File: src/rtl/noc_pkg.sv
// Shared types and constants for the AXI-to-mesh network interface.
// Flit layout: [33:32] flit type, [31:0] payload.
package noc_pkg;

    localparam int FLIT_W = 34;

    typedef enum logic [1:0] {
        FT_BODY      = 2'b00,
        FT_HEAD      = 2'b01,
        FT_TAIL      = 2'b10,
        FT_HEAD_TAIL = 2'b11
    } flit_type_e;

    typedef enum logic [1:0] {
        PKT_WREQ = 2'd0,
        PKT_RREQ = 2'd1,
        PKT_WRSP = 2'd2,
        PKT_RRSP = 2'd3
    } pkt_e;

    typedef enum logic [3:0] {
        S_IDLE,
        S_TX_HEAD,
        S_TX_ADDR,
        S_TX_DATA,
        S_WAIT_RSP,
        S_RX_DATA,
        S_B_OUT,
        S_R_OUT,
        S_W_DRAIN
    } state_e;

    localparam int HB_PKT  = 30;
    localparam int HB_DY   = 28;
    localparam int HB_DX   = 26;
    localparam int HB_SY   = 24;
    localparam int HB_SX   = 22;
    localparam int HB_ID   = 18;
    localparam int HB_RESP = 16;
    localparam int HB_STRB = 12;

    localparam logic [1:0] RESP_OKAY   = 2'd0;
    localparam logic [1:0] RESP_SLVERR = 2'd2;
    localparam logic [1:0] RESP_DECERR = 2'd3;

    typedef struct packed {
        pkt_e       pkt;
        logic [1:0] dst_y;
        logic [1:0] dst_x;
        logic [1:0] src_y;
        logic [1:0] src_x;
        logic [3:0] id;
        logic [1:0] resp;
        logic [3:0] strb;
    } head_t;

    function automatic logic is_head(input flit_type_e t);
        return t[0];
    endfunction

    function automatic logic is_tail(input flit_type_e t);
        return t[1];
    endfunction

    // dst is ADDR[31:28] = {dst_y, dst_x}
    function automatic logic dst_bad(input logic [3:0] dst, input int dim);
        return (int'({30'd0, dst[3:2]}) >= dim) ||
               (int'({30'd0, dst[1:0]}) >= dim);
    endfunction

endpackage

File: src/rtl/noc_flit_pack.sv
// Combinational head-flit builder (TX) and flit decoder (RX).
// Non-head TX flits carry tx_payload verbatim.
module noc_flit_pack
    import noc_pkg::*;
(
    input  flit_type_e        tx_type,
    input  head_t             tx_head,
    input  logic [31:0]       tx_payload,
    output logic [FLIT_W-1:0] tx_flit,
    input  logic [FLIT_W-1:0] rx_flit,
    output flit_type_e        rx_type,
    output head_t             rx_head,
    output logic [31:0]       rx_payload
);

    logic [31:0] head_word;

    always_comb begin
        head_word = '0;
        head_word[HB_PKT+:2]  = tx_head.pkt;
        head_word[HB_DY+:2]   = tx_head.dst_y;
        head_word[HB_DX+:2]   = tx_head.dst_x;
        head_word[HB_SY+:2]   = tx_head.src_y;
        head_word[HB_SX+:2]   = tx_head.src_x;
        head_word[HB_ID+:4]   = tx_head.id;
        head_word[HB_RESP+:2] = tx_head.resp;
        head_word[HB_STRB+:4] = tx_head.strb;
    end

    assign tx_flit = {tx_type, is_head(tx_type) ? head_word : tx_payload};

    assign rx_type    = flit_type_e'(rx_flit[FLIT_W-1 -: 2]);
    assign rx_payload = rx_flit[31:0];

    always_comb begin
        rx_head.pkt   = pkt_e'(rx_flit[HB_PKT+:2]);
        rx_head.dst_y = rx_flit[HB_DY+:2];
        rx_head.dst_x = rx_flit[HB_DX+:2];
        rx_head.src_y = rx_flit[HB_SY+:2];
        rx_head.src_x = rx_flit[HB_SX+:2];
        rx_head.id    = rx_flit[HB_ID+:4];
        rx_head.resp  = rx_flit[HB_RESP+:2];
        rx_head.strb  = rx_flit[HB_STRB+:4];
    end

endmodule

File: src/rtl/axi_noc_ni.sv
// AXI4 slave network interface: single-beat transactions to mesh packets,
// one outstanding transaction, bursts and bad destinations answered locally.
module axi_noc_ni #(
    parameter logic [1:0] SRC_X    = 2'd0,
    parameter logic [1:0] SRC_Y    = 2'd0,
    parameter int         MESH_DIM = 3,
    parameter int         FLIT_W   = 34
) (
    input  logic              ACLK,
    input  logic              ARESETn,
    input  logic [3:0]        AWID,
    input  logic [31:0]       AWADDR,
    input  logic [7:0]        AWLEN,
    input  logic              AWVALID,
    output logic              AWREADY,
    input  logic [31:0]       WDATA,
    input  logic [3:0]        WSTRB,
    input  logic              WLAST,
    input  logic              WVALID,
    output logic              WREADY,
    output logic [3:0]        BID,
    output logic [1:0]        BRESP,
    output logic              BVALID,
    input  logic              BREADY,
    input  logic [3:0]        ARID,
    input  logic [31:0]       ARADDR,
    input  logic [7:0]        ARLEN,
    input  logic              ARVALID,
    output logic              ARREADY,
    output logic [3:0]        RID,
    output logic [31:0]       RDATA,
    output logic [1:0]        RRESP,
    output logic              RLAST,
    output logic              RVALID,
    input  logic              RREADY,
    output logic [FLIT_W-1:0] flit_out,
    output logic              flit_out_valid,
    input  logic              flit_out_ready,
    input  logic [FLIT_W-1:0] flit_in,
    input  logic              flit_in_valid,
    output logic              flit_in_ready
);
    import noc_pkg::*;

    state_e      state_q, state_d;
    logic [3:0]  id_q;
    logic [31:0] addr_q;
    logic [31:0] data_q;
    logic [3:0]  strb_q;
    logic        rd_q;
    logic [1:0]  resp_q;
    logic [7:0]  cnt_q;
    logic [31:0] rdata_q;
    logic        disc_q;
    logic        pref_rd_q;

    logic        wr_elig, rd_elig, in_idle;
    logic        gnt_wr, gnt_rd;
    logic        aw_bad, ar_bad;
    logic        rsp_hit;
    pkt_e        exp_pkt;

    flit_type_e  tx_type;
    logic [31:0] tx_payload;
    head_t       tx_head;
    flit_type_e  rx_type;
    head_t       rx_head;
    logic [31:0] rx_payload;
    logic        unused_ok;

    // Readies are gated by reset so nothing handshakes while held in reset.
    assign in_idle = ARESETn && (state_q == S_IDLE);
    assign wr_elig = AWVALID && WVALID;
    assign rd_elig = ARVALID;
    assign gnt_wr  = in_idle && wr_elig && (!rd_elig || !pref_rd_q);
    assign gnt_rd  = in_idle && rd_elig && (!wr_elig || pref_rd_q);

    assign aw_bad = dst_bad(AWADDR[31:28], MESH_DIM);
    assign ar_bad = dst_bad(ARADDR[31:28], MESH_DIM);

    assign exp_pkt = rd_q ? PKT_RRSP : PKT_WRSP;
    assign rsp_hit = (state_q == S_WAIT_RSP) && flit_in_valid && !disc_q &&
                     is_head(rx_type) && (rx_head.pkt == exp_pkt) &&
                     (rx_head.id == id_q);

    assign AWREADY = gnt_wr;
    assign WREADY  = gnt_wr || (state_q == S_W_DRAIN);
    assign ARREADY = gnt_rd;

    assign BVALID = (state_q == S_B_OUT);
    assign BID    = id_q;
    assign BRESP  = resp_q;
    assign RVALID = (state_q == S_R_OUT);
    assign RID    = id_q;
    assign RDATA  = rdata_q;
    assign RRESP  = resp_q;
    assign RLAST  = (state_q == S_R_OUT) && (cnt_q == 8'd0);

    assign flit_out_valid = (state_q == S_TX_HEAD) ||
                            (state_q == S_TX_ADDR) ||
                            (state_q == S_TX_DATA);
    assign flit_in_ready  = (state_q == S_WAIT_RSP) ||
                            (state_q == S_RX_DATA);

    always_comb begin
        tx_type    = FT_BODY;
        tx_payload = '0;
        case (state_q)
            S_TX_HEAD: tx_type = FT_HEAD;
            S_TX_ADDR: begin
                tx_type    = rd_q ? FT_TAIL : FT_BODY;
                tx_payload = addr_q;
            end
            S_TX_DATA: begin
                tx_type    = FT_TAIL;
                tx_payload = data_q;
            end
            default: ;
        endcase
    end

    assign tx_head = '{
        pkt:   rd_q ? PKT_RREQ : PKT_WREQ,
        dst_y: addr_q[31:30],
        dst_x: addr_q[29:28],
        src_y: SRC_Y,
        src_x: SRC_X,
        id:    id_q,
        resp:  RESP_OKAY,
        strb:  strb_q
    };

    noc_flit_pack u_pack (
        .tx_type    (tx_type),
        .tx_head    (tx_head),
        .tx_payload (tx_payload),
        .tx_flit    (flit_out),
        .rx_flit    (flit_in),
        .rx_type    (rx_type),
        .rx_head    (rx_head),
        .rx_payload (rx_payload)
    );

    assign unused_ok = ^{rx_head.dst_y, rx_head.dst_x, rx_head.src_y,
                         rx_head.src_x, rx_head.strb};

    always_comb begin
        state_d = state_q;
        case (state_q)
            S_IDLE: begin
                if (gnt_wr) begin
                    if (AWLEN != 8'd0)
                        state_d = WLAST ? S_B_OUT : S_W_DRAIN;
                    else if (aw_bad)
                        state_d = S_B_OUT;
                    else
                        state_d = S_TX_HEAD;
                end else if (gnt_rd) begin
                    if ((ARLEN != 8'd0) || ar_bad)
                        state_d = S_R_OUT;
                    else
                        state_d = S_TX_HEAD;
                end
            end
            S_TX_HEAD:
                if (flit_out_ready) state_d = S_TX_ADDR;
            S_TX_ADDR:
                if (flit_out_ready) state_d = rd_q ? S_WAIT_RSP : S_TX_DATA;
            S_TX_DATA:
                if (flit_out_ready) state_d = S_WAIT_RSP;
            S_WAIT_RSP:
                if (rsp_hit) state_d = rd_q ? S_RX_DATA : S_B_OUT;
            S_RX_DATA:
                if (flit_in_valid && is_tail(rx_type)) state_d = S_R_OUT;
            S_B_OUT:
                if (BREADY) state_d = S_IDLE;
            S_R_OUT:
                if (RREADY && (cnt_q == 8'd0)) state_d = S_IDLE;
            S_W_DRAIN:
                if (WVALID && WLAST) state_d = S_B_OUT;
            default: state_d = S_IDLE;
        endcase
    end

    always_ff @(posedge ACLK or negedge ARESETn) begin
        if (!ARESETn) state_q <= S_IDLE;
        else          state_q <= state_d;
    end

    always_ff @(posedge ACLK or negedge ARESETn) begin
        if (!ARESETn) begin
            id_q      <= '0;
            addr_q    <= '0;
            data_q    <= '0;
            strb_q    <= '0;
            rd_q      <= 1'b0;
            resp_q    <= RESP_OKAY;
            cnt_q     <= '0;
            rdata_q   <= '0;
            disc_q    <= 1'b0;
            pref_rd_q <= 1'b0;
        end else begin
            if (gnt_wr) begin
                id_q      <= AWID;
                addr_q    <= AWADDR;
                data_q    <= WDATA;
                strb_q    <= WSTRB;
                rd_q      <= 1'b0;
                cnt_q     <= '0;
                rdata_q   <= '0;
                pref_rd_q <= 1'b1;
                resp_q    <= (AWLEN != 8'd0) ? RESP_SLVERR :
                             aw_bad ? RESP_DECERR : RESP_OKAY;
            end else if (gnt_rd) begin
                id_q      <= ARID;
                addr_q    <= ARADDR;
                data_q    <= '0;
                strb_q    <= '0;
                rd_q      <= 1'b1;
                cnt_q     <= ARLEN;
                rdata_q   <= '0;
                pref_rd_q <= 1'b0;
                resp_q    <= (ARLEN != 8'd0) ? RESP_SLVERR :
                             ar_bad ? RESP_DECERR : RESP_OKAY;
            end
            if (rsp_hit)
                resp_q <= rx_head.resp;
            // Foreign multi-flit packets are swallowed up to their tail.
            if ((state_q == S_WAIT_RSP) && flit_in_valid) begin
                if (disc_q)
                    disc_q <= !is_tail(rx_type);
                else if (is_head(rx_type) && !is_tail(rx_type) && !rsp_hit)
                    disc_q <= 1'b1;
            end
            if ((state_q == S_RX_DATA) && flit_in_valid && is_tail(rx_type))
                rdata_q <= rx_payload;
            if ((state_q == S_R_OUT) && RREADY && (cnt_q != 8'd0))
                cnt_q <= cnt_q - 8'd1;
        end
    end

endmodule
File: config.mk
export PLATFORM = sky130hd
export DESIGN_NAME = axi_noc_ni
export DESIGN_NICKNAME = d
export VERILOG_FILES = /design/src/rtl/noc_pkg.sv /design/src/rtl/noc_flit_pack.sv /design/src/rtl/axi_noc_ni.sv
export SDC_FILE = /design/constraint.sdc
export NUM_CORES = 1
export LEC_CHECK = 0
export ABC_CLOCK_PERIOD_IN_PS = 1900
export CELL_PAD_IN_SITES_DETAIL_PLACEMENT = 0
export CELL_PAD_IN_SITES_GLOBAL_PLACEMENT = 2
export CORE_MARGIN = 2
export CORE_UTILIZATION = 22
export DETAILED_ROUTE_END_ITERATION = 7
export HOLD_SLACK_MARGIN = 0.1
export PLACE_DENSITY_LB_ADDON = 0.1
export RECOVER_POWER = 50
export SYNTH_ARGS = -nofsm -noshare
export SYNTH_HDL_FRONTEND = slang
export SYNTH_SLANG_ARGS = --single-unit
File: constraint.sdc
create_clock -name ACLK -period 1.9 [get_ports ACLK]
set_input_delay 0.285 -clock ACLK [delete_from_list [all_inputs] [get_ports ACLK]]
set_output_delay 0.285 -clock ACLK [all_outputs]
set_load 0.01 [all_outputs]
-- Word level (Yosys, flattened, before mapping)
Cells that the tools add are included.
- flip-flop bits (word level): 121
- bits of input ports: 168
- logic and storage cells: 130
- add/sub/neg operators: 1
- $lt $le $gt $ge: 4
- eq/ne operators: 19
- muxes and demuxes: 49
- reduce and logical (&&, ||, !) cells: 46
- operator list (cell ; number):
    32-bit two-way mux ; 7
    4-bit two-way mux ; 16
    32-bit one-hot mux with 2 select lines ; 1
    4-bit one-hot mux with 9 select lines ; 1
    8-bit two-way mux ; 3
    8-bit nonzero test ; 3
    1-bit logical AND ; 21
    2-bit two-way mux ; 9
    4-bit by 3-bit equality test with 1-bit output (second input constant) ; 4
    2-bit inequality test (second input constant) ; 5
    1-bit logical OR ; 9
    3-bit two-way mux ; 3
    9-bit AND reduction ; 1
    3-bit nonzero test ; 3
    4-bit by 2-bit equality test with 1-bit output (second input constant) ; 2
    2-bit greater-or-equal comparator (second input constant) ; 4
    8-bit logical NOT ; 1
    1-bit two-way mux ; 8
    8-bit by 1-bit subtractor with 8-bit output (second input constant) ; 1
    1-bit logical NOT ; 6
    2-bit by 1-bit inequality test with 1-bit output (second input constant) ; 3
    2-bit one-hot mux with 3 select lines ; 1
    4-bit by 1-bit equality test with 1-bit output (second input constant) ; 1
    4-bit equality test ; 1
    5 further kinds ; 5

-- Logic depth before layout (Yosys ltp)
Gate-level depths: netlist of the first run.
- depth after elaboration: 10
- mapped depth: 8

-- Modules after synthesis
Synthesis of the first run repeated with hierarchy kept, for this count alone.
- cells, all modules: 707
- area total of the unflattened synthesis: 6541.3 um^2
- by module, submodules not included (module ; instances ; cells each ; area each (um^2) ; seq. area each (um^2)):
    axi_noc_ni ; 1 ; 616 ; 5793.1 ; 3027.9
    noc_flit_pack ; 1 ; 91 ; 748.2 ; 0.0

-- Least setup slack after synthesis of the first run
OpenSTA, ideal clock, no wires.
- path type: reg-to-output
- start point: register state_q[2]
- end point: output port flit_out[10]
- data arrival time: 1.660 ns
- setup slack: -0.045 ns
- stages on the path, launching flop included: 7
- path buffers: 3
- path through: dfrtp_1 > buf_4 > or2_2 > clkbuf_1 > nor2_1 > clkbuf_1 > a22o_1
- word-level cells in the longest chain between the ends: 3
- elaborated cells between the ends (all ways): 6
- ends and longest elaborated chain (item ; RTL line ; text):
    start: declaration ; axi_noc_ni.sv:45 ; state_e state_q, state_d;
    start signal: assignment ; axi_noc_ni.sv:187 ; else state_q <= state_d;
    4-bit by 2-bit equality test with 1-bit output or 4-bit by 1-bit equality test with 1-bit output (tied branches) ; axi_noc_ni.sv:108 ; case (state_q)
    2-bit one-hot mux with 3 select lines or 32-bit one-hot mux with 2 select lines (tied branches) ; axi_noc_ni.sv:108 ;
    32-bit two-way mux * ; noc_flit_pack.sv:30 ; assign tx_flit = {tx_type, is_head(tx_type) ? head_word : tx_payload};
    end: declaration ; axi_noc_ni.sv:36 ; output logic [FLIT_W-1:0] flit_out,
Mark *: on every way between the ends. The rest lies on a longest branch, timed or not.

-- Final worst setup path of the first run
- start point: register state_q[2]
- end point: register state_q[2]
- word-level cells in the longest chain between the ends: 8
- elaborated cells between the ends (all ways): 31
- ends and longest elaborated chain (item ; RTL line ; text):
    4-bit by 3-bit equality test with 1-bit output ; axi_noc_ni.sv:82, axi_noc_ni.sv:149 ;
    1-bit logical AND (3 in a row) ; axi_noc_ni.sv:82 ; assign rsp_hit = (state_q == S_WAIT_RSP) && flit_in_valid && !disc_q &&
    1-bit logical AND (2 in a row) ; axi_noc_ni.sv:83 ; is_head(rx_type) && (rx_head.pkt == exp_pkt) &&
    2-bit inequality test (no line) ; n/a ;
    9-bit AND reduction (no line) ; n/a ;
Several ways; a longest one is shown, not always the timed one.
A chain may end at the register's enable or synchronous reset.

==> impl_table.tex, run 1 <==
\begin{tabular}{lr}
\hline
Metric & Value \\
\hline
\multicolumn{2}{l}{\textbf{Clock tree}} \\
\quad Number of clock buffers inserted by TritonCTS & 17 \\
\quad Clock Latency Late Sink & 0.42 ns \\
\quad Num Clock Sinks & 121 \\
\quad Maximum level of the CTS H-tree & 4 \\
\quad Clock tree from TritonCTS & done \\
\quad Buffer cell driving the clock tree root & sky130\_fd\_sc\_hd\_\_clkbuf\_16 \\
\quad Bufs on Longest Clock Path & 2 \\
\quad CTS clk-pin slew, worst paths & 0.06 ns \\
\multicolumn{2}{l}{\textbf{Job}} \\
\quad Max Cap Violations & 0 \\
\multicolumn{2}{l}{\textbf{Setup path}} \\
\quad Termination of the worst setup path & state\_q[2] \\
\quad Critical path class & reg2reg \\
\quad Arr. time, crit path & 2.47 ns \\
\quad CP Max Fanout & 4 \\
\quad Worst flop-to-flop path startpoint & state\_q[2] \\
\quad Path depth of the worst reg2reg path & 8 \\
\quad Endpoint of the most critical register-to-register path & state\_q[2] \\
\quad Endpoint kind of the worst setup timing path & flop \\
\quad Critical path startpoint category & flop \\
\quad Required time worst endpoint & 2.19 ns \\
\quad Crit. Startpoint & state\_q[2] \\
\quad Register-to-Register Setup Slack & -0.28 ns \\
\multicolumn{2}{l}{\textbf{Synth}} \\
\quad Count of different cell masters after synthesis & 55 \\
\quad Fraction of the mapped netlist area in adder cells & 0.00412 \\
\quad Synth warn & 0 \\
\quad Area fraction in compound gates after synthesis & 0.221 \\
\quad Xor/xnor cell area share of the yosys netlist & 0.00864 \\
\quad Proportion of synthesized flip-flops having asynchronous set or reset & 1.00 \\
\quad Number of enable-type register cells in the synthesized netlist & 0 \\
\quad Synthesized instance count & 652 \\
\quad Multiplexer share of the synthesized area & 0.0327 \\
\quad Mean area per synthesized cell & 9.33 µm² \\
\quad Yosys top cell area share & 0.498 \\
\quad Cell types occupying the most area after synthesis & sky130\_fd\_sc\_hd\_\_dfrtp\_1, sky130\_fd\_sc\_hd\_\_nand2\_1, sky130\_fd\_sc\_hd\_\_a22o\_1, sky130\_fd\_sc\_hd\_\_nor2\_1, sky130\_fd\_sc\_hd\_\_o21ai\_0 \\
\quad Top flip-flop cell by instance count after synthesis & sky130\_fd\_sc\_hd\_\_dfrtp\_1 \\
\quad Simple-Gate Fraction of Synth Area & 0.185 \\
\quad Synthesized cell area & 0.00608 mm² \\
\quad Library cell with the largest summed area after synthesis & sky130\_fd\_sc\_hd\_\_dfrtp\_1 \\
\quad Combinational family with the most area after synthesis & compound AO/OA/AOI/OAI gates \\
\quad Part of the Yosys area used for sequential elements & 0.498 \\
\quad Number of nets in the synthesized netlist & 822 \\
\quad Flops \& latches, synth & 121 \\
\multicolumn{2}{l}{\textbf{Floorplanning}} \\
\quad Die width & 170 µm \\
\quad Number of placement rows & 60 \\
\quad Std-Cell Core Area & 0.0270 mm² \\
\quad Die outline height & 170 µm \\
\quad Effective utilization at floorplan & 0.225 \\
\quad Number of placed I/O pins & 254 \\
\quad Area of the die & 0.0290 mm² \\
\multicolumn{2}{l}{\textbf{Pwr}} \\
\quad Leakage power of the design & 5.29 nW \\
\quad Total power divided by cell area & 1350 mW/mm² \\
\quad Peak ir drop on the vdd network & 0.750 mV \\
\multicolumn{2}{l}{\textbf{STA}} \\
\quad RSZ-0062 raised after global routing & true \\
\quad Final worst path period share & 1.15 \\
\quad Endpoints failing setup & 104 \\
\quad Final count of hold timing violations & 0 \\
\quad Number of pins with negative max-slew slack in the final report & 0 \\
\quad Clock period minus worst slack & 2.18 ns \\
\quad Max\_slew headroom & 0.341 \\
\quad FMAX & 0.460 GHz \\
\quad Clk\_skew & 0.00794 ns \\
\quad Actual slew at the worst max-slew pin & 0.989 ns \\
\quad PnR worst setup slack & -0.276 ns \\
\quad Setup Total Neg Slack & -10.13 ns \\
\multicolumn{2}{l}{\textbf{Route}} \\
\quad Number of vias after detailed routing & 6524 \\
\quad Ratio of routed vias to standard cells & 4.71 \\
\quad Antenna Nets Post-Route & 0 \\
\quad WL final & 27200 µm \\
\quad DRT iter0 DRCs & 318 \\
\quad DR DRC count & 0 \\
\quad Routed len/inst & 19.7 µm \\
\quad Iteration count of the initial detailed-routing pass & 4 \\
\multicolumn{2}{l}{\textbf{Min path}} \\
\quad Count of cells along the worst hold path & 3 \\
\quad Classification of the worst-slack hold path & in2reg \\
\multicolumn{2}{l}{\textbf{Placement}} \\
\quad Worst-case setup slack after placement & -0.509 ns \\
\quad PortBufs & 253 \\
\quad Total half-perimeter wirelength after legalization and detailed placement & 18000 µm \\
\quad Weighted congestion at the end of routability-driven global placement & 0.769 \\
\multicolumn{2}{l}{\textbf{GRT}} \\
\quad Overflow left after global routing & 0 \\
\quad Initial antenna violation count & 2 \\
\quad Pin count of the biggest net entering global routing & 117 \\
\quad All-Layer GR Usage & 0.176 \\
\quad First-pass GRT wire length & 38900 µm \\
\quad Via count of the first global-routing pass & 6681 \\
\multicolumn{2}{l}{\textbf{Cells and area}} \\
\quad Fraction of layout cells with a size suffix above 1 & 0.384 \\
\quad Antenna Cells & 0 \\
\quad Final core area utilization & 0.440 \\
\quad Post-layout net count & 1203 \\
\quad Relative area change from synthesis to final layout & 95.5\% \\
\multicolumn{2}{l}{\textbf{Outcome}} \\
\quad Failing checks & negative setup slack \\
\quad Result of the run & complete, but fails checks \\
\hline
\end{tabular}
worst max-delay path, stage by stage (launching register included):
cell	delay, ns
sky130_fd_sc_hd__dfrtp_1	0.40
sky130_fd_sc_hd__buf_6	0.13
sky130_fd_sc_hd__buf_6	0.11
sky130_fd_sc_hd__or4b_4	0.55
sky130_fd_sc_hd__buf_6	0.14
sky130_fd_sc_hd__a21o_1	0.15
sky130_fd_sc_hd__o211ai_1	0.15
sky130_fd_sc_hd__nor4_4	0.11
sky130_fd_sc_hd__mux2_4	0.31
logic make-up (layout without fill, tap and decap cells):
group / Yosys count / after routing
XOR/XNOR: 6 / 6
multiplexers: 18 / 18
AO/OA/AOI/OAI: 187 / 187
flip-flops: 121 / 121
AND/OR/NAND/NOR: 255 / 255
buffers and inverters: 63 / 454
adder cells (fa/ha/maj): 2 / 2
cells in the mapped netlist (3+ instances only):
cell type	n
sky130_fd_sc_hd__a31oi_1	30
sky130_fd_sc_hd__nor3_1	5
sky130_fd_sc_hd__a22o_1	57
sky130_fd_sc_hd__mux2i_1	3
sky130_fd_sc_hd__nand2b_1	5
sky130_fd_sc_hd__o211ai_1	3
sky130_fd_sc_hd__a22oi_1	23
sky130_fd_sc_hd__nand2_1	152
sky130_fd_sc_hd__clkbuf_1	32
sky130_fd_sc_hd__nor4_1	3
sky130_fd_sc_hd__a21oi_1	8
sky130_fd_sc_hd__buf_4	9
sky130_fd_sc_hd__xor2_1	5
sky130_fd_sc_hd__buf_2	10
sky130_fd_sc_hd__nor2_1	63
sky130_fd_sc_hd__a21o_1	4
sky130_fd_sc_hd__inv_1	6
sky130_fd_sc_hd__o21ai_0	43
sky130_fd_sc_hd__nor4_4	3
sky130_fd_sc_hd__dfrtp_1	121
sky130_fd_sc_hd__mux2_2	13
sky130_fd_sc_hd__buf_6	4
sky130_fd_sc_hd__nand3_1	7
layout make-up:
type / instances / area (µm²)
Clock buffer: 22 / 494
Timing Repair Buffer: 417 / 4380
Inverter: 8 / 32.5
Tap cell: 341 / 427
Fill cell: 2618 / 15100
Sequential cell: 121 / 3040
Clock inverter: 7 / 116
Multi-Input combinational cell: 468 / 3400
per-layer routing:
layer  global-route usage  vias to the layer above  part of all wire
met1                0.231                     3213              0.44
met3               0.0549                       20             0.059
met5                    0                        -           0.00088
met4               0.0420                        4             0.011
met2                0.284                      207              0.48
li1                     -                     3080                 -
worst min path at each step:
stage / start / end / slack, ns
floorplan: ARESETn / BID[0] / -0.01
global placement: ARESETn / state_q[1] / 0.26
detailed placement: ARESETn / pref_rd_q / 0.26
CTS: ARADDR[17] / addr_q[17] / 0.41
global route: flit_in[6] / RDATA[6] / 0.41
finish: flit_in[6] / RDATA[6] / 0.41
sequential cells by signal, summed over array words and instances, names as in the netlist:
| register | count |
|---|---|
| BID | 4 |
| rd_q | 1 |
| disc_q | 1 |
| strb_q | 4 |
| addr_q | 32 |
| state_q | 4 |
| cnt_q | 8 |
| RDATA | 32 |
| data_q | 32 |
| pref_rd_q | 1 |
| BRESP | 2 |
cells in the final DEF (no fill, tap or decap), types with 14 or more instances in the layout:
cell	synthesis	routed
sky130_fd_sc_hd__clkdlybuf4s50_1	0	210
sky130_fd_sc_hd__buf_4	9	77
sky130_fd_sc_hd__o21ai_1	0	14
sky130_fd_sc_hd__nand2_4	0	24
sky130_fd_sc_hd__clkbuf_16	0	25
sky130_fd_sc_hd__nand2_1	152	88
sky130_fd_sc_hd__buf_12	0	27
sky130_fd_sc_hd__a22o_1	57	57
sky130_fd_sc_hd__a22oi_2	0	19
sky130_fd_sc_hd__a31oi_1	30	29
sky130_fd_sc_hd__o21ai_2	0	22
sky130_fd_sc_hd__buf_6	4	45
sky130_fd_sc_hd__buf_2	10	32
sky130_fd_sc_hd__nor2_1	63	52
sky130_fd_sc_hd__dfrtp_1	121	115
sky130_fd_sc_hd__nand2_2	0	40
report_power, final:
group          internal, mW  switching [mW]  leakage [nW]
sequential             3.74           0.869          1.55
combinational          4.46            3.54          3.45
clock                  2.21            1.20         0.300
stage by stage:
| step | power (mW) | cell area [µm²] | instances | hold WS [ns] |
|---|---|---|---|---|
| after CTS | 15.1 | 10800 | 1349 | 0.412 |
| after detailed placement | 10.9 | 9600 | 1280 | 0.263 |
| after floorplan | 7.53 | 6080 | 652 | -0.0106 |
| final | 16.0 | 11900 | 1384 | 0.408 |
| after global routing | 16.9 | 11900 | 1384 | 0.405 |
| after global placement | 10.8 | 9600 | 1280 | 0.259 |
repair_timing:
item,CTS,global route
pin swaps,46,98
gates cloned,4,11
buffers inserted,40,32
endpoints found under the setup margin,139,166
hold buffers,1,2
endpoints found under the hold margin,121,32
resized for setup,257,213
Power figures use the tool's default switching activity.
==> run 2: changes to the inputs <==
--- a/config.mk
+++ b/config.mk
@@ -10,6 +10,7 @@
 export CELL_PAD_IN_SITES_GLOBAL_PLACEMENT = 2
 export CORE_MARGIN = 2
 export CORE_UTILIZATION = 22
+export CTS_BUF_LIST = sky130_fd_sc_hd__clkbuf_16
 export DETAILED_ROUTE_END_ITERATION = 7
 export HOLD_SLACK_MARGIN = 0.1
 export PLACE_DENSITY_LB_ADDON = 0.1
==> run 2 against run 1 <==
Critical path depth up 2. The flow still finishes with violations (negative setup slack). Sequential share of layout area up 1.0 points. Via count down 1.1%. Critical path type unchanged. Register-to-register slack worse by 0.02 ns. Non-clock buffer count down 16. Total power down 3.0%. Critical endpoint is now state_q[0].
==> impl_table.tex, run 2 (synthesis results as in run 1) <==
\begin{tabular}{lr}
\hline
Metric & Value \\
\hline
\multicolumn{2}{l}{\textbf{Floorplanning}} \\
\quad Number of placed I/O pins & 254 (unchanged) \\
\quad Area of the die & 0.0290 mm² (unchanged) \\
\quad Effective utilization at floorplan & 0.225 (unchanged) \\
\quad Die width & 170 µm (unchanged) \\
\quad Number of placement rows & 60 (unchanged) \\
\quad Die outline height & 170 µm (unchanged) \\
\quad Std-Cell Core Area & 0.0270 mm² (unchanged) \\
\multicolumn{2}{l}{\textbf{Cells and area}} \\
\quad Fraction of layout cells with a size suffix above 1 & 0.357 (-0.0262) \\
\quad Post-layout net count & 1187 (-1.3\%) \\
\quad \# fillers & 2659 (+1.6\%) \\
\quad Relative area change from synthesis to final layout & 88.1\% \\
\quad Most common cell after layout, fill and taps aside & sky130\_fd\_sc\_hd\_\_clkdlybuf4s50\_1 \\
\quad Post-Layout Cell Count & 1368 (-1.2\%) \\
\quad Antenna Cells & 0 (unchanged) \\
\quad Most frequent cells in the layout & sky130\_fd\_sc\_hd\_\_clkdlybuf4s50\_1, sky130\_fd\_sc\_hd\_\_dfrtp\_1, sky130\_fd\_sc\_hd\_\_nand2\_1 \\
\multicolumn{2}{l}{\textbf{Route}} \\
\quad Number of vias after detailed routing & 6452 (-1.1\%) \\
\quad DR DRC count & 0 (unchanged) \\
\quad DRT iter0 DRCs & 269 (-15\%) \\
\quad Iteration count of the initial detailed-routing pass & 4 (unchanged) \\
\quad WL final & 26300 µm (-3.4\%) \\
\quad Routed len/inst & 19.2 µm (-2.3\%) \\
\quad Ratio of routed vias to standard cells & 4.72 (about the same) \\
\quad Antenna Nets Post-Route & 0 (unchanged) \\
\multicolumn{2}{l}{\textbf{STA}} \\
\quad Worst hold-check slack & 0.407 ns (-0.000444 ns) \\
\quad Endpoints failing setup & 147 (+41\%) \\
\quad PnR worst setup slack & -0.297 ns (-0.0214 ns) \\
\quad Clock period minus worst slack & 2.20 ns (+0.0214 ns) \\
\quad Final worst path period share & 1.16 (+0.0113) \\
\quad Final count of hold timing violations & 0 (unchanged) \\
\quad Actual slew at the worst max-slew pin & 0.679 ns (-0.310 ns) \\
\quad RSZ-0062 raised after global routing & true \\
\quad Max\_slew headroom & 0.547 (+0.207) \\
\quad Number of pins with negative max-slew slack in the final report & 0 (unchanged) \\
\quad Clk\_skew & 0.00798 ns (+0.0000350 ns) \\
\quad FMAX & 0.455 GHz (-0.97\%) \\
\multicolumn{2}{l}{\textbf{Setup path}} \\
\quad Arr. time, crit path & 2.49 ns (+0.02 ns) \\
\quad Critical Path, Cell by Cell & buf\_6 > buf\_6 > nor4\_4 > buf\_4 > buf\_4 > buf\_6 > a21bo\_2 > o211ai\_1 > nor4\_4 > mux2\_2 \\
\quad Critical path startpoint category & flop \\
\quad Cell with the largest stage delay on the worst path & sky130\_fd\_sc\_hd\_\_nor4\_4 \\
\quad Path depth of the worst reg2reg path & 10 (+2) \\
\quad Crit. Startpoint & state\_q[2] \\
\quad CP Max Fanout & 3 (-1) \\
\quad Required time worst endpoint & 2.20 ns (about the same) \\
\quad Endpoint kind of the worst setup timing path & flop \\
\quad Worst path max stage delay & 0.38 ns (-0.17 ns) \\
\quad Critical path class & reg2reg \\
\quad Termination of the worst setup path & state\_q[0] \\
\quad Worst flop-to-flop path startpoint & state\_q[2] \\
\quad Register-to-Register Setup Slack & -0.30 ns (-0.02 ns) \\
\quad Cell seen most often among critical-path stages & sky130\_fd\_sc\_hd\_\_buf\_6 \\
\quad Endpoint of the most critical register-to-register path & state\_q[0] \\
\multicolumn{2}{l}{\textbf{GRT}} \\
\quad All-Layer GR Usage & 0.176 (about the same) \\
\quad Via count of the first global-routing pass & 6692 (+0.16\%) \\
\quad Pin count of the biggest net entering global routing & 117 (unchanged) \\
\quad Initial antenna violation count & 2 (unchanged) \\
\quad First-pass GRT wire length & 38800 µm (-0.12\%) \\
\quad Overflow left after global routing & 0 (unchanged) \\
\multicolumn{2}{l}{\textbf{Clock tree}} \\
\quad Bufs on Longest Clock Path & 2 (unchanged) \\
\quad CTS clk-pin slew, worst paths & 0.06 ns (about the same) \\
\quad Clock tree from TritonCTS & done \\
\quad Number of clock buffers inserted by TritonCTS & 17 (unchanged) \\
\quad Clock Latency Late Sink & 0.42 ns (about the same) \\
\quad Num Clock Sinks & 121 (unchanged) \\
\quad Maximum level of the CTS H-tree & 4 (unchanged) \\
\quad Buffer cell driving the clock tree root & sky130\_fd\_sc\_hd\_\_clkbuf\_16 \\
\multicolumn{2}{l}{\textbf{Outcome}} \\
\quad Failing checks & negative setup slack \\
\quad Result of the run & complete, but fails checks \\
\multicolumn{2}{l}{\textbf{Placement}} \\
\quad Weighted congestion at the end of routability-driven global placement & 0.769 (unchanged) \\
\quad Number of placed instances, taps included & 1280 (unchanged) \\
\quad Worst-case setup slack after placement & -0.509 ns (unchanged) \\
\quad PortBufs & 253 (unchanged) \\
\quad Total half-perimeter wirelength after legalization and detailed placement & 18000 µm (unchanged) \\
\multicolumn{2}{l}{\textbf{Pwr}} \\
\quad Peak ir drop on the vdd network & 0.738 mV (-1.6\%) \\
\quad Leakage power of the design & 5.10 nW (-3.7\%) \\
\quad Total power divided by cell area & 1360 mW/mm² (+0.80\%) \\
\multicolumn{2}{l}{\textbf{Job}} \\
\quad Max Cap Violations & 0 (unchanged) \\
\multicolumn{2}{l}{\textbf{Min path}} \\
\quad Classification of the worst-slack hold path & in2reg \\
\hline
\end{tabular}
-- run 2: cell types whose count changed in the layout (fill, tap and decap cells not counted), moves of 3 or more --
| cell | previous run | this run |
|---|---|---|
| sky130_fd_sc_hd__a22oi_1 | 4 | 9 |
| sky130_fd_sc_hd__a22oi_2 | 19 | 14 |
| sky130_fd_sc_hd__buf_12 | 27 | 24 |
| sky130_fd_sc_hd__buf_16 | 4 | 0 |
| sky130_fd_sc_hd__buf_8 | 9 | 6 |
| sky130_fd_sc_hd__clkbuf_16 | 25 | 21 |
| sky130_fd_sc_hd__clkbuf_8 | 6 | 0 |
| sky130_fd_sc_hd__clkinv_1 | 0 | 5 |
| sky130_fd_sc_hd__o21ai_1 | 14 | 23 |
| sky130_fd_sc_hd__o21ai_2 | 22 | 13 |
-- run 2: layout make-up --
| type | instances | area [µm²] | share of cell area |
|---|---|---|---|
| sequential | 121 | 3040 | 0.265 |
| tap | 341 | 427 | 0.0373 |
| clock buffer | 17 | 425 | 0.0372 |
| inverter | 8 | 32.5 | 0.00284 |
| timing repair buffer | 401 | 4040 | 0.353 |
| clock inverter | 12 | 135 | 0.0118 |
| multi-input combinational | 468 | 3340 | 0.292 |
-- run 2: worst max-delay path, delay by kind of cell (launching register included) --
kind,cells,cell delay [ns]
buf+inv,5,0.59
mux,1,0.38
flops,1,0.37
simple gates,2,0.42
compound gates,2,0.32
-- run 2: what timing repair did --
action                     in CTS  in global routing
resized for setup             243                201
buffers inserted               34                 29
hold endpoints to repair      121                  0
gates cloned                    3                  5
pin swaps                      22                 68
hold buffers                    1                  0
setup endpoints to repair     139                165
-- run 2: worst min-delay path by stage --
stage               start         end  slack [ns]  depth (start not counted)
4_1_cts         ARADDR[7]   addr_q[7]        0.41                          3
3_3_place_gp      ARESETn  state_q[1]        0.26                          2
3_5_place_dp      ARESETn   pref_rd_q        0.26                          2
5_1_grt        flit_in[7]    RDATA[7]        0.40                          3
2_1_floorplan     ARESETn      BID[0]       -0.01                          0
6_report       flit_in[7]    RDATA[7]        0.41                          3
-- run 2: per-layer routing --
layer  vias up  part of all wire  routed length (µm)  global-route usage
met2       216              0.48               12600               0.283
met5         -           0.00091                  24                   0
li1       3047                 -                   -                   -
met3        21             0.070                1830              0.0551
met1      3164              0.44               11600               0.231
met4         4             0.011                 293              0.0446
-- run 2: power by group --
part	switching [mW]	internal, mW
Sequential	0.860	3.74
Clock	1.19	2.01
Combinational	3.46	4.28
Total	5.51	10.0
-- run 2: through the flow --
step                      instance area (µm²)  TNS [ns]  power (mW)  utilization
final                                   11400    -22.18        15.5        0.423
after global routing                    11400    -38.83        16.5        0.423
after CTS                               10700    -12.25        14.8        0.394
after detailed placement                 9600    -23.30        10.9        0.355
after global placement                   9600    -20.57        10.8        0.355
after floorplan                          6080    -0.555        7.53            -
==> run 3: changes to the inputs <==
--- a/config.mk
+++ b/config.mk
@@ -5,16 +5,18 @@
 export SDC_FILE = /design/constraint.sdc
 export NUM_CORES = 1
 export LEC_CHECK = 0
-export ABC_CLOCK_PERIOD_IN_PS = 1900
+export ABC_CLOCK_PERIOD_IN_PS = 2700
+export CAP_MARGIN = 20
 export CELL_PAD_IN_SITES_DETAIL_PLACEMENT = 0
 export CELL_PAD_IN_SITES_GLOBAL_PLACEMENT = 2
 export CORE_MARGIN = 2
-export CORE_UTILIZATION = 22
+export CORE_UTILIZATION = 27
 export CTS_BUF_LIST = sky130_fd_sc_hd__clkbuf_16
 export DETAILED_ROUTE_END_ITERATION = 7
 export HOLD_SLACK_MARGIN = 0.1
 export PLACE_DENSITY_LB_ADDON = 0.1
 export RECOVER_POWER = 50
+export SETUP_SLACK_MARGIN = 0.2
 export SYNTH_ARGS = -nofsm -noshare
 export SYNTH_HDL_FRONTEND = slang
 export SYNTH_SLANG_ARGS = --single-unit
==> constraint.sdc (replaced) <==
create_clock -name ACLK -period 2.7 [get_ports ACLK]
set_input_delay 0.405 -clock ACLK [delete_from_list [all_inputs] [get_ports ACLK]]
set_output_delay 0.405 -clock ACLK [all_outputs]
set_load 0.01 [all_outputs]
==> run 3 against run 2 <==
The run now ends clean. Total power shrank 37%. Worst setup slack better by 0.42 ns. Non-clock buffer count shrank 100. First-iteration DRC count increased by 14%. Sequential power is 30% lower. Clock-buffer cell count unchanged. Final area decreased by 14%. Sequential cell count did not move. Combinational power is 46% lower.
==> impl_table.tex, run 3 (synthesis results as in run 1) <==
\begin{tabular}{lr}
\hline
Metric & Value \\
\hline
\multicolumn{2}{l}{\textbf{Setup path}} \\
\quad Critical path startpoint category & flop \\
\quad Path depth of the worst reg2reg path & 5 (-5) \\
\quad CP Max Fanout & 10 (+7) \\
\quad Number of buffer and inverter stages on the critical path & 2 (-3) \\
\quad Critical path depth in cells & 5 (-5) \\
\quad Required time worst endpoint & 2.30 ns (+0.10 ns) \\
\quad Critical path class & reg2out \\
\quad Register-to-Register Setup Slack & 0.36 ns (+0.66 ns) \\
\quad Critical Path, Cell by Cell & or2\_4 > nor2\_4 > clkbuf\_16 > a22o\_1 > clkdlybuf4s50\_1 \\
\quad Top Family by Delay on Critical Path & buffers and inverters \\
\quad Endpoint kind of the worst setup timing path & output pin \\
\quad Worst path max stage delay & 0.53 ns (+0.15 ns) \\
\quad Arr. time, crit path & 2.17 ns (-0.32 ns) \\
\quad Cell with the largest stage delay on the worst path & sky130\_fd\_sc\_hd\_\_clkdlybuf4s50\_1 \\
\multicolumn{2}{l}{\textbf{Floorplanning}} \\
\quad Area of the die & 0.0237 mm² (-18\%) \\
\quad Std-Cell Core Area & 0.0220 mm² (-19\%) \\
\quad Number of placed I/O pins & 254 (unchanged) \\
\quad Effective utilization at floorplan & 0.277 (+0.0519) \\
\quad Number of placement rows & 54 (-10\%) \\
\quad Die outline height & 154 µm (-9.5\%) \\
\quad Die width & 154 µm (-9.5\%) \\
\multicolumn{2}{l}{\textbf{Cells and area}} \\
\quad Most common cell after layout, fill and taps aside & sky130\_fd\_sc\_hd\_\_clkdlybuf4s50\_1 \\
\quad Fraction of layout cells with a size suffix above 1 & 0.120 (-0.237) \\
\quad Relative area change from synthesis to final layout & 62.2\% \\
\quad Final standard cell area without fillers & 0.00987 mm² (-14\%) \\
\quad Post-layout net count & 1087 (-8.4\%) \\
\quad Most frequent cells in the layout & sky130\_fd\_sc\_hd\_\_clkdlybuf4s50\_1, sky130\_fd\_sc\_hd\_\_nand2\_1, sky130\_fd\_sc\_hd\_\_dfrtp\_1 \\
\quad Final core area utilization & 0.449 (+0.0260) \\
\quad Antenna Cells & 0 (unchanged) \\
\multicolumn{2}{l}{\textbf{Route}} \\
\quad Antenna Nets Post-Route & 0 (unchanged) \\
\quad DRT iter0 DRCs & 306 (+14\%) \\
\quad Number of vias after detailed routing & 5878 (-8.9\%) \\
\quad DR DRC count & 0 (unchanged) \\
\quad Ratio of routed vias to standard cells & 4.86 (+3.0\%) \\
\quad WL final & 22200 µm (-16\%) \\
\quad Routed len/inst & 18.3 µm (-4.6\%) \\
\quad Iteration count of the initial detailed-routing pass & 5 (+1) \\
\multicolumn{2}{l}{\textbf{Clock tree}} \\
\quad Clock Latency Late Sink & 0.41 ns (about the same) \\
\quad Number of clock buffers inserted by TritonCTS & 17 (unchanged) \\
\quad CTS clk-pin slew, worst paths & 0.05 ns (about the same) \\
\quad Bufs on Longest Clock Path & 2 (unchanged) \\
\quad Clock tree from TritonCTS & done \\
\quad Maximum level of the CTS H-tree & 4 (unchanged) \\
\quad Buffer cell driving the clock tree root & sky130\_fd\_sc\_hd\_\_clkbuf\_16 \\
\quad Num Clock Sinks & 121 (unchanged) \\
\multicolumn{2}{l}{\textbf{Pwr}} \\
\quad Leakage power of the design & 4.68 nW (-8.3\%) \\
\quad Total power & 9.71 mW (-37\%) \\
\quad Switching power share of the total & 0.347 (-0.00724) \\
\quad Total power divided by cell area & 985 mW/mm² (-27\%) \\
\quad Switch Pwr & 3.37 mW (-39\%) \\
\quad Power share of the combinational group & 0.433 (-0.065) \\
\quad Sequential Power Share & 0.329 (+0.033) \\
\quad Peak ir drop on the vdd network & 0.530 mV (-28\%) \\
\quad P\_int & 6.34 mW (-37\%) \\
\quad Clock network fraction of total power & 0.238 (+0.032) \\
\multicolumn{2}{l}{\textbf{GRT}} \\
\quad First-pass GRT wire length & 34000 µm (-13\%) \\
\quad Overflow left after global routing & 0 (unchanged) \\
\quad Initial antenna violation count & 0 (-2) \\
\quad All-Layer GR Usage & 0.184 (+0.00781) \\
\quad Pin count of the biggest net entering global routing & 65 (-44\%) \\
\quad Via count of the first global-routing pass & 6139 (-8.3\%) \\
\multicolumn{2}{l}{\textbf{STA}} \\
\quad Endpoints failing setup & 0 (-100\%) \\
\quad Clk\_skew & 0.00842 ns (+0.000445 ns) \\
\quad Max\_slew headroom & 0.433 (-0.114) \\
\quad Actual slew at the worst max-slew pin & 0.851 ns (+0.172 ns) \\
\quad Number of pins with negative max-slew slack in the final report & 0 (unchanged) \\
\quad Clock period minus worst slack & 2.57 ns \\
\quad RSZ-0062 raised after global routing & true \\
\quad Final worst path period share & 0.953 \\
\quad Setup Total Neg Slack & 0 ns (+22.18 ns) \\
\quad FMAX & 0.389 GHz \\
\quad Final count of hold timing violations & 0 (unchanged) \\
\multicolumn{2}{l}{\textbf{Placement}} \\
\quad Cell area after placement & 0.00898 mm² (-6.4\%) \\
\quad PortBufs & 253 (unchanged) \\
\quad Weighted congestion at the end of routability-driven global placement & 0.759 (-1.2\%) \\
\quad Total half-perimeter wirelength after legalization and detailed placement & 15600 µm (-13\%) \\
\multicolumn{2}{l}{\textbf{Outcome}} \\
\quad Result of the run & finished clean \\
\multicolumn{2}{l}{\textbf{Job}} \\
\quad Max Cap Violations & 0 (unchanged) \\
\multicolumn{2}{l}{\textbf{Min path}} \\
\quad Count of cells along the worst hold path & 1 (-2) \\
\quad Classification of the worst-slack hold path & reg2reg \\
\hline
\end{tabular}
run 3: metrics by stage:
step	cells	setup slack (ns)	hold WS [ns]
3_5_place_dp	1157	0.120	0.477
4_1_cts	1197	0.0981	0.498
2_1_floorplan	652	0.635	0.109
3_3_place_gp	1157	0.207	0.479
6_report	1210	0.126	0.496
5_1_grt	1210	0.0473	0.516
run 3: cell type report:
class	count	area, µm²
clock inverter	15	176
multi-input combinational	468	2790
inverter	8	30.0
timing repair buffer	301	3060
sequential	121	3030
clock buffer	17	425
fill	2118	12100
tap	280	350
run 3: power by group through the flow:
stage | clock network [mW] | registers [mW] | logic, mW
floorplan | 0 | 3.14 | 2.15
global placement | 0 | 3.25 | 3.94
detailed placement | 0 | 3.27 | 3.98
CTS | 2.38 | 3.23 | 4.15
global route | 2.45 | 3.31 | 4.62
finish | 2.31 | 3.20 | 4.20
run 3: final timing paths:
| path | start | end |
|---|---|---|
| worst max register to register | rd_q | state_q[0] |
| worst min register to register | data_q[20] | data_q[20] |
| worst min-delay path | data_q[20] | data_q[20] |
| worst max-delay path | state_q[3] | flit_out[1] |
| max in group asynchronous | ARESETn | state_q[1] |
| min in group asynchronous | ARESETn | data_q[0] |
run 3: repair_timing:
item,4_1_cts,5_1_grt
hold endpoints to repair,64,0
setup endpoints to repair,40,32
hold buffers,1,0
resized for setup,11,26
pin swaps,3,3
gates cloned,1,2
buffers inserted,6,11
run 3: routing by layer:
layer  vias up  global-route usage  wire [µm]
met5         -                   0          0
met4         0              0.0632        434
met1      2808               0.240       9730
met3        27              0.0496       1520
met2       200               0.296      10500
li1       2843                   -          -
